<file path="config.mk">
export PLATFORM = sky130hd
export DESIGN_NAME = wm8960_init_seq
export DESIGN_NICKNAME = d
export VERILOG_FILES = /design/src/rtl/wm8960_pkg.sv /design/src/rtl/init_delay_cnt.sv /design/src/rtl/wm8960_init_seq.sv
export SDC_FILE = /design/constraint.sdc
export NUM_CORES = 1
export LEC_CHECK = 0
export ABC_AREA = 0
export CAP_MARGIN = 0
export CORE_MARGIN = 2
export CORE_UTILIZATION = 43
export DETAILED_ROUTE_END_ITERATION = 12
export PLACE_DENSITY = 0.67
export REMOVE_ABC_BUFFERS = 1
export SYNTH_ARGS = -nofsm -noshare
export SYNTH_HDL_FRONTEND = slang
export SYNTH_SLANG_ARGS = --single-unit
</file>
<file path="constraint.sdc">
create_clock -name clk -period 10.7 [get_ports clk]
set_input_delay 3.21 -clock clk [delete_from_list [all_inputs] [get_ports clk]]
set_output_delay 3.21 -clock clk [all_outputs]
set_load 0.01 [all_outputs]
</file>
<file path="src/rtl/wm8960_pkg.sv">
// Shared types and constants for the WM8960 init sequencer.
// State encoding, soft-reset register address and 50 MHz default delays.
package wm8960_pkg;

    typedef enum logic [3:0] {
        StPwrup,
        StFetch,
        StLatch,
        StIssue,
        StWait,
        StSettle,
        StNext,
        StDone,
        StErr
    } seq_state_t;

    localparam logic [6:0] WM8960_SOFT_RESET_REG = 7'h0F;

    // 10 ms power-up wait and 1 ms soft-reset settle at 50 MHz.
    localparam int unsigned PWRUP_CYCLES_50MHZ   = 500000;
    localparam int unsigned RST_DLY_CYCLES_50MHZ = 50000;

endpackage

</file>
<file path="src/rtl/init_delay_cnt.sv">
// Free-running delay counter: counts while enabled, pulses tc on the last cycle and rewraps.
// Held at zero whenever clr is set so every delay starts from a clean count.
module init_delay_cnt #(
    parameter int unsigned CNT_WIDTH = 20
) (
    input  logic                 clk,
    input  logic                 reset,
    input  logic                 clr,
    input  logic                 en,
    input  logic [CNT_WIDTH-1:0] limit,
    output logic                 tc
);

    logic [CNT_WIDTH-1:0] cnt_q;
    logic [CNT_WIDTH:0]   cnt_inc;

    // Extra bit keeps the compare safe at the top of the range; limit 0 behaves like 1.
    assign cnt_inc = {1'b0, cnt_q} + (CNT_WIDTH + 1)'(1);
    assign tc      = en && (cnt_inc >= {1'b0, limit});

    always_ff @(posedge clk) begin
        if (reset || clr) begin
            cnt_q <= '0;
        end else if (en) begin
            cnt_q <= tc ? '0 : cnt_inc[CNT_WIDTH-1:0];
        end
    end

endmodule

</file>
<file path="src/rtl/wm8960_init_seq.sv">
// Walks the WM8960 init table and feeds each 16-bit entry to the I2C write master,
// with power-up wait, soft-reset settling, NACK retry and restart on request.
module wm8960_init_seq
    import wm8960_pkg::*;
#(
    parameter int unsigned ADDR_WIDTH = 8,
    parameter int unsigned CNT_WIDTH = 20,
    parameter logic [CNT_WIDTH-1:0] PWRUP_CYCLES = CNT_WIDTH'(PWRUP_CYCLES_50MHZ),
    parameter logic [CNT_WIDTH-1:0] RST_DLY_CYCLES = CNT_WIDTH'(RST_DLY_CYCLES_50MHZ),
    parameter int unsigned MAX_RETRY = 2
) (
    input  logic                  clk,
    input  logic                  reset,
    input  logic                  start,
    output logic [ADDR_WIDTH-1:0] tbl_addr,
    input  logic [15:0]           tbl_q,
    input  logic [7:0]            lut_size,
    input  logic [7:0]            dev_id,
    output logic                  i2c_req,
    output logic [7:0]            i2c_dev,
    output logic [7:0]            i2c_byte_hi,
    output logic [7:0]            i2c_byte_lo,
    input  logic                  i2c_done,
    input  logic                  i2c_nack,
    output logic                  busy,
    output logic                  init_done,
    output logic                  init_err
);

    seq_state_t state_q, state_d;
    logic [7:0] idx_q, idx_d;
    logic [7:0] retry_q, retry_d;
    logic       req_q, req_d;
    logic [7:0] dev_q, dev_d;
    logic [7:0] hi_q, hi_d;
    logic [7:0] lo_q, lo_d;

    logic                 dly_en;
    logic                 dly_tc;
    logic [CNT_WIDTH-1:0] dly_limit;

    assign dly_en    = (state_q == StPwrup) || (state_q == StSettle);
    assign dly_limit = (state_q == StSettle) ? RST_DLY_CYCLES : PWRUP_CYCLES;

    init_delay_cnt #(
        .CNT_WIDTH(CNT_WIDTH)
    ) u_delay (
        .clk  (clk),
        .reset(reset),
        .clr  (!dly_en),
        .en   (dly_en),
        .limit(dly_limit),
        .tc   (dly_tc)
    );

    always_comb begin
        state_d = state_q;
        idx_d   = idx_q;
        retry_d = retry_q;
        req_d   = req_q;
        dev_d   = dev_q;
        hi_d    = hi_q;
        lo_d    = lo_q;

        case (state_q)
            StPwrup: begin
                if (dly_tc) begin
                    idx_d   = 8'd0;
                    retry_d = 8'd0;
                    state_d = (lut_size == 8'd0) ? StDone : StFetch;
                end
            end
            StFetch: state_d = StLatch;
            StLatch: begin
                hi_d    = tbl_q[15:8];
                lo_d    = tbl_q[7:0];
                dev_d   = dev_id;
                state_d = StIssue;
            end
            StIssue: begin
                req_d   = 1'b1;
                state_d = StWait;
            end
            StWait: begin
                if (i2c_done) begin
                    req_d = 1'b0;
                    if (i2c_nack) begin
                        // Retries resend the latched payload without touching the table.
                        if (retry_q < 8'(MAX_RETRY)) begin
                            retry_d = retry_q + 8'd1;
                            state_d = StIssue;
                        end else begin
                            state_d = StErr;
                        end
                    end else if (hi_q[7:1] == WM8960_SOFT_RESET_REG) begin
                        state_d = StSettle;
                    end else begin
                        state_d = StNext;
                    end
                end
            end
            StSettle: begin
                if (dly_tc) begin
                    state_d = StNext;
                end
            end
            StNext: begin
                retry_d = 8'd0;
                if (idx_q == lut_size - 8'd1) begin
                    state_d = StDone;
                end else begin
                    idx_d   = idx_q + 8'd1;
                    state_d = StFetch;
                end
            end
            StDone, StErr: begin
                if (start) begin
                    idx_d   = 8'd0;
                    retry_d = 8'd0;
                    state_d = (lut_size == 8'd0) ? StDone : StFetch;
                end
            end
            default: state_d = StPwrup;
        endcase
    end

    always_ff @(posedge clk) begin
        if (reset) begin
            state_q <= StPwrup;
            idx_q   <= 8'd0;
            retry_q <= 8'd0;
            req_q   <= 1'b0;
            dev_q   <= 8'd0;
            hi_q    <= 8'd0;
            lo_q    <= 8'd0;
        end else begin
            state_q <= state_d;
            idx_q   <= idx_d;
            retry_q <= retry_d;
            req_q   <= req_d;
            dev_q   <= dev_d;
            hi_q    <= hi_d;
            lo_q    <= lo_d;
        end
    end

    // idx only changes on the way into FETCH, so the address is stable for the ROM read.
    assign tbl_addr    = ADDR_WIDTH'(idx_q);
    assign i2c_req     = req_q;
    assign i2c_dev     = dev_q;
    assign i2c_byte_hi = hi_q;
    assign i2c_byte_lo = lo_q;
    assign busy        = (state_q != StDone) && (state_q != StErr);
    assign init_done   = (state_q == StDone);
    assign init_err    = (state_q == StErr);

endmodule

</file>
After elaboration in Yosys (flattened, before gate mapping)

Index checks and enable logic that the tools add are counted.
Widths: inputs -> output; s select.

$add $sub $neg: 4
Order comparisons: 2
Equality and inequality tests: 19
Mux-type cells: 22
Reduce and logical (&&, ||, !) cells: 15

Operators with widths:

| operator              | number |
|---|---|
| $mux 8                | 6 |
| $pmux 4 s8            | 1 |
| $pmux 8 s4            | 1 |
| $mux 4                | 6 |
| $pmux 8 s3            | 1 |
| $add 20x1->21 const B | 1 |
| $ge 21x19->1          | 1 |
| $mux 20               | 1 |
| $mux 19               | 1 |
| $add 8x1->8 const B   | 2 |
| $eq 4x3->1 const B    | 4 |
| $ne 2x2->1 const B    | 5 |
| $eq 4x2->1 const B    | 2 |
| $eq 8x8->1            | 1 |
| $logic_not 8->1       | 1 |
| $lt 8x2->1 const B    | 1 |
| $reduce_and 4->1      | 2 |
| $sub 8x1->8 const B   | 1 |
| $eq 7x4->1 const B    | 1 |
| $mux 3                | 2 |
| $reduce_and 6->1      | 1 |
| $eq 4x1->1 const B    | 1 |
| $eq 4x4->1 const B    | 1 |
| $logic_not 4->1       | 1 |
| 14 further kinds      | 17 |

Register bits: 65
Input port bits: 37
Output and inout bits: 36
Word-level logic and storage cells: 70

Depth between registers and ports, before layout

Depth after elaboration: 6
Gate-level depth with buffers: 15
Gate-level depth less buffers: 13

Modules after synthesis

From an unflattened synthesis, not the netlist that was laid out.

Cells, all modules: 552
Area total of the unflattened synthesis: 4309.1 um2

Modules (own cells, without submodules):

| module          | times used | cells each | area an instance (um2) | sequential area each (um2) |
|---|---|---|---|---|
| wm8960_init_seq | 1          | 303        | 2372.3                 | 900.9 |
| init_delay_cnt  | 1          | 249        | 1936.9                 | 400.4 |

Worst setup path after synthesis

OpenSTA, ideal clock, no wires.

Path type: input port to flip-flop
Start: input port lut_size[3]
End: register idx_q[6] (netlist: tbl_addr[6])
Setup time: 91 ps
Data arrival time: 5048 ps
Path slack: 5561 ps
Stages: 8
Cells stage by stage: or4_1 > nor4_2 > xnor2_1 > nor4_4 > or2_0 > buf_2 > a21oi_1 > a311oi_1

Longest elaborated chain between the ends: 4

RTL lines:

| element                    | RTL line               | source |
|---|---|---|
| start: declaration         | wm8960_init_seq.sv:17  | `input logic [7:0] lut_size,` |
| $sub 8x1->8                | wm8960_init_seq.sv:109 | `if (idx_q == lut_size - 8'd1) begin` |
| $eq 8x8->1                 | wm8960_init_seq.sv:109 |  |
| $ne 2x2->1 (no line)       | --                     |  |
| $reduce_and 4->1 (no line) | --                     |  |
| end signal: assignment     | wm8960_init_seq.sv:138 | `idx_q <= idx_d;` |
| end: declaration           | wm8960_init_seq.sv:31  | `logic [7:0] idx_q, idx_d;` |

Every way passes these cells.
A chain may end at the register's enable or synchronous reset.

Worst setup path after layout

Start: register state_q[0]
End: output port init_err

Longest elaborated chain between the ends: 1

RTL lines:

| element                  | RTL line               | source |
|---|---|---|
| start: declaration       | wm8960_init_seq.sv:30  | `seq_state_t state_q, state_d;` |
| start signal: assignment | wm8960_init_seq.sv:129 | `state_q <= StPwrup;` |
| start signal: assignment | wm8960_init_seq.sv:137 | `state_q <= state_d;` |
| $eq 4x4->1               | wm8960_init_seq.sv:155 | `assign init_err = (state_q == StErr);` |
| end: declaration         | wm8960_init_seq.sv:27  | `output logic init_err` |

Every way passes these cells.

==> metrics.txt <==
status completed; Psw 0.000227 W; IO Pins 73; Hold WS 0.423 ns; detailed-placement wirelength estimate 6.02 mm; gpl congestion roughly 0.82; crit-path max FO 18; # rows 33; Max stage delay on crit path around 0.70 ns; CP arrival 2.44 ns; ys flop type dfxtp_1; combinational power share 28.0%; Max Clock Skew 0.00962 ns; Area growth syn-to-layout 27.7%; diode count 0; Cell Area, Synth 3540 sq um; number of synthesized flops with an enable pin 0; MaxCap Viol Count 0; register bit total from synthesis 65; CTS buffer count 9; initial antenna violation count 0; die area 8970 sq um; Finish-stage setup viols 0; Setup TNS 0 ns; # clock sinks 65; HP Class flip-flop to flip-flop; drt drc 0; nets ~560; Post-CTS Setup Repair Bufs 0; critical path class flip-flop to output port; Starting Density a little over two fifths; clock insertion delay at the later pin of the skew report ~0.34 ns; Clock power frac between 30% and 40%; peak supply drop 92.4 uV; largest net degree at the start of global routing 48; vias in the first global route 2965; leakage power roughly 1.7 nW; FFs w/ async S/R, synth 0%; Synth Instances between 400 and 500; Worst EP required 7.49 ns; total power 0.000713 W; core area 8090 sq um; DR pass1 iterations 4; WP depth 4; sequential power share 41.4%; slowest cell on the critical path nor3_1; total number of vias ~3300; endpoints failing hold 0; Max Buffers Root-to-Sink 2; Final Cycle Share a little over half; Post-Route WL 8.37 mm; fin. max-slew vios 0; library cells used by synthesis 64; Power Density 158 nW/um^2; Post-CTS Hold Buffers 0; Iter 0 DRT Violations 197; Fmax achieved 177 MHz; Sw Share 31.9%; syn avg cell area between 8 and 9 sq um; total grt overflow 0; Worst setup EP type output port; PortBufs 72; remaining antenna violation count 0; Die Height 94.7 um; first-pass GRT wire length 13.9 mm; CTS H-tree depth 3; hold-critical path depth 2; WL per Instance 13.6 um; root buffer cell clkbuf_8; fin crit period approximately 5.7 ns; FF-to-FF path depth 13; share of post-route cells with drive strength above 1 5.86%; Slew @ Worst Pin 0.961 ns; CTS tree done; RSZ-0062 raised after global routing false; Slew HR 35.4%; Clk pin slew, worst setup/hold paths 0.07 ns; crit-path cells nor3_1 > nand2_1 > inv_1 > clkdlybuf4s50_1; critical path's top delay family simple AND/OR/NAND/NOR gates; Internal Pwr Total 0.000485 W; Startpoint Class flip-flop; sequential area share after synthesis 36.8%; total track usage between 15 and 20%; via/cell ratio 5.31; Buf/Inv on CP 2; number of gates resized after CTS 0; Yosys Warn Count 0; die width approximately 95 um
==> path summary, 6_finish.rpt <==
check | startpoint | endpoint | slack (ns)
max reg2reg | u_delay.cnt_q[0] | u_delay.cnt_q[9] | 6.39
max | state_q[0] | init_err | 5.05
min reg2reg | retry_q[7] | retry_q[7] | 0.42
min | retry_q[7] | retry_q[7] | 0.42
==> cells in the mapped netlist (6+ instances only) <==
cell	number	area (sq um)
o21ai_0	9	45.0
clkbuf_1	14	52.6
a21oi_1	42	210
xor2_1	15	131
nand2_1	68	255
and3_1	6	37.5
nor4_1	8	50.1
nor3_1	14	70.1
inv_1	20	75.1
dfxtp_1	65	1300
ha_1	13	163
xnor2_1	13	114
nor2_1	46	173
nand3_1	9	45.0
and2b_1	7	52.6
a211oi_1	8	60.1
==> final cells by class <==
| type | instances | area (sq um) |
|---|---|---|
| fillers | 796 | 3580 |
| multi-input cells | 337 | 2070 |
| flip-flops and latches | 65 | 1300 |
| repair buffers | 74 | 736 |
| clock buffers | 14 | 173 |
| well taps | 105 | 131 |
| inverters | 20 | 75.1 |
| clock inverters | 2 | 35.0 |
==> registers in the layout, indices dropped and copies added, names as in the netlist <==
name / cells
i2c_req: 1
tbl_addr: 8
retry_q: 8
i2c_byte_lo: 8
u_delay.cnt_q: 20
i2c_dev: 8
state_q: 4
i2c_byte_hi: 8
==> metal layers <==
layer	up-vias	wire [um]	global-route usage [%]
met5	-	0	0
met4	0	144	7.25
met3	11	460	5.11
met2	67	3670	28.5
met1	1518	4100	27.4
li1	1680	-	-
==> worst min-delay path, cell delays in order (launching register included) <==
cell and delay (ns):
dfxtp_1 0.30, inv_1 0.04, nor2_1 0.03
==> power groups by stage <==
stage	registers (W)	logic (W)	clock network, W
6_report	0.000295	0.000200	0.000218
3_5_place_dp	0.000300	0.000200	0
3_3_place_gp	0.000299	0.000199	0
2_1_floorplan	0.000304	0.000107	0
4_1_cts	0.000295	0.000201	0.000224
5_1_grt	0.000299	0.000221	0.000235
==> cells in the final DEF (no fill, tap or decap), types with 3 or more instances in the layout <==
cell and instances:
a211oi_1 8, a21oi_1 42, a311oi_1 4, a31oi_1 4, and2b_1 7, and3_1 6, clkbuf_8 12, clkdlybuf4s50_1 72
dfxtp_1 65, ha_1 13, inv_1 20, nand2_1 68, nand2b_1 5, nand3_1 9, nand4_1 5, nor2_1 46
nor2b_1 4, nor3_1 13, nor3b_1 3, nor4_1 8, o211ai_1 3, o21ai_0 9, or3_1 4, or4_1 4
xnor2_1 13, xor2_1 15
==> per-stage QoR <==
stage / std cells / worst slack (ns) / cell area (sq um) / utilization (%)
after floorplan: 422 / 5.54 / 3440 / -
after global placement: 601 / 4.81 / 4310 / 53.2
after detailed placement: 601 / 4.75 / 4310 / 53.2
after CTS: 617 / 5.06 / 4520 / 55.8
after global routing: 617 / 4.84 / 4520 / 55.8
final: 617 / 5.05 / 4520 / 55.8
==> cell families after synthesis <==
| kind of cell | Yosys count | share of synthesized area [%] |
|---|---|---|
| AOI/OAI and AO/OA | 90 | 15.7 |
| xor gates and xnor gates | 28 | 6.93 |
| adders and majority gates | 13 | 4.60 |
| buffers and inverters | 40 | 4.95 |
| DFF | 65 | 36.8 |
| muxes | 3 | 0.884 |
| other | 1 | 0.106 |
| and+or+nand+nor | 202 | 30.0 |
Note: power is estimated with default switching activity, not from simulation.
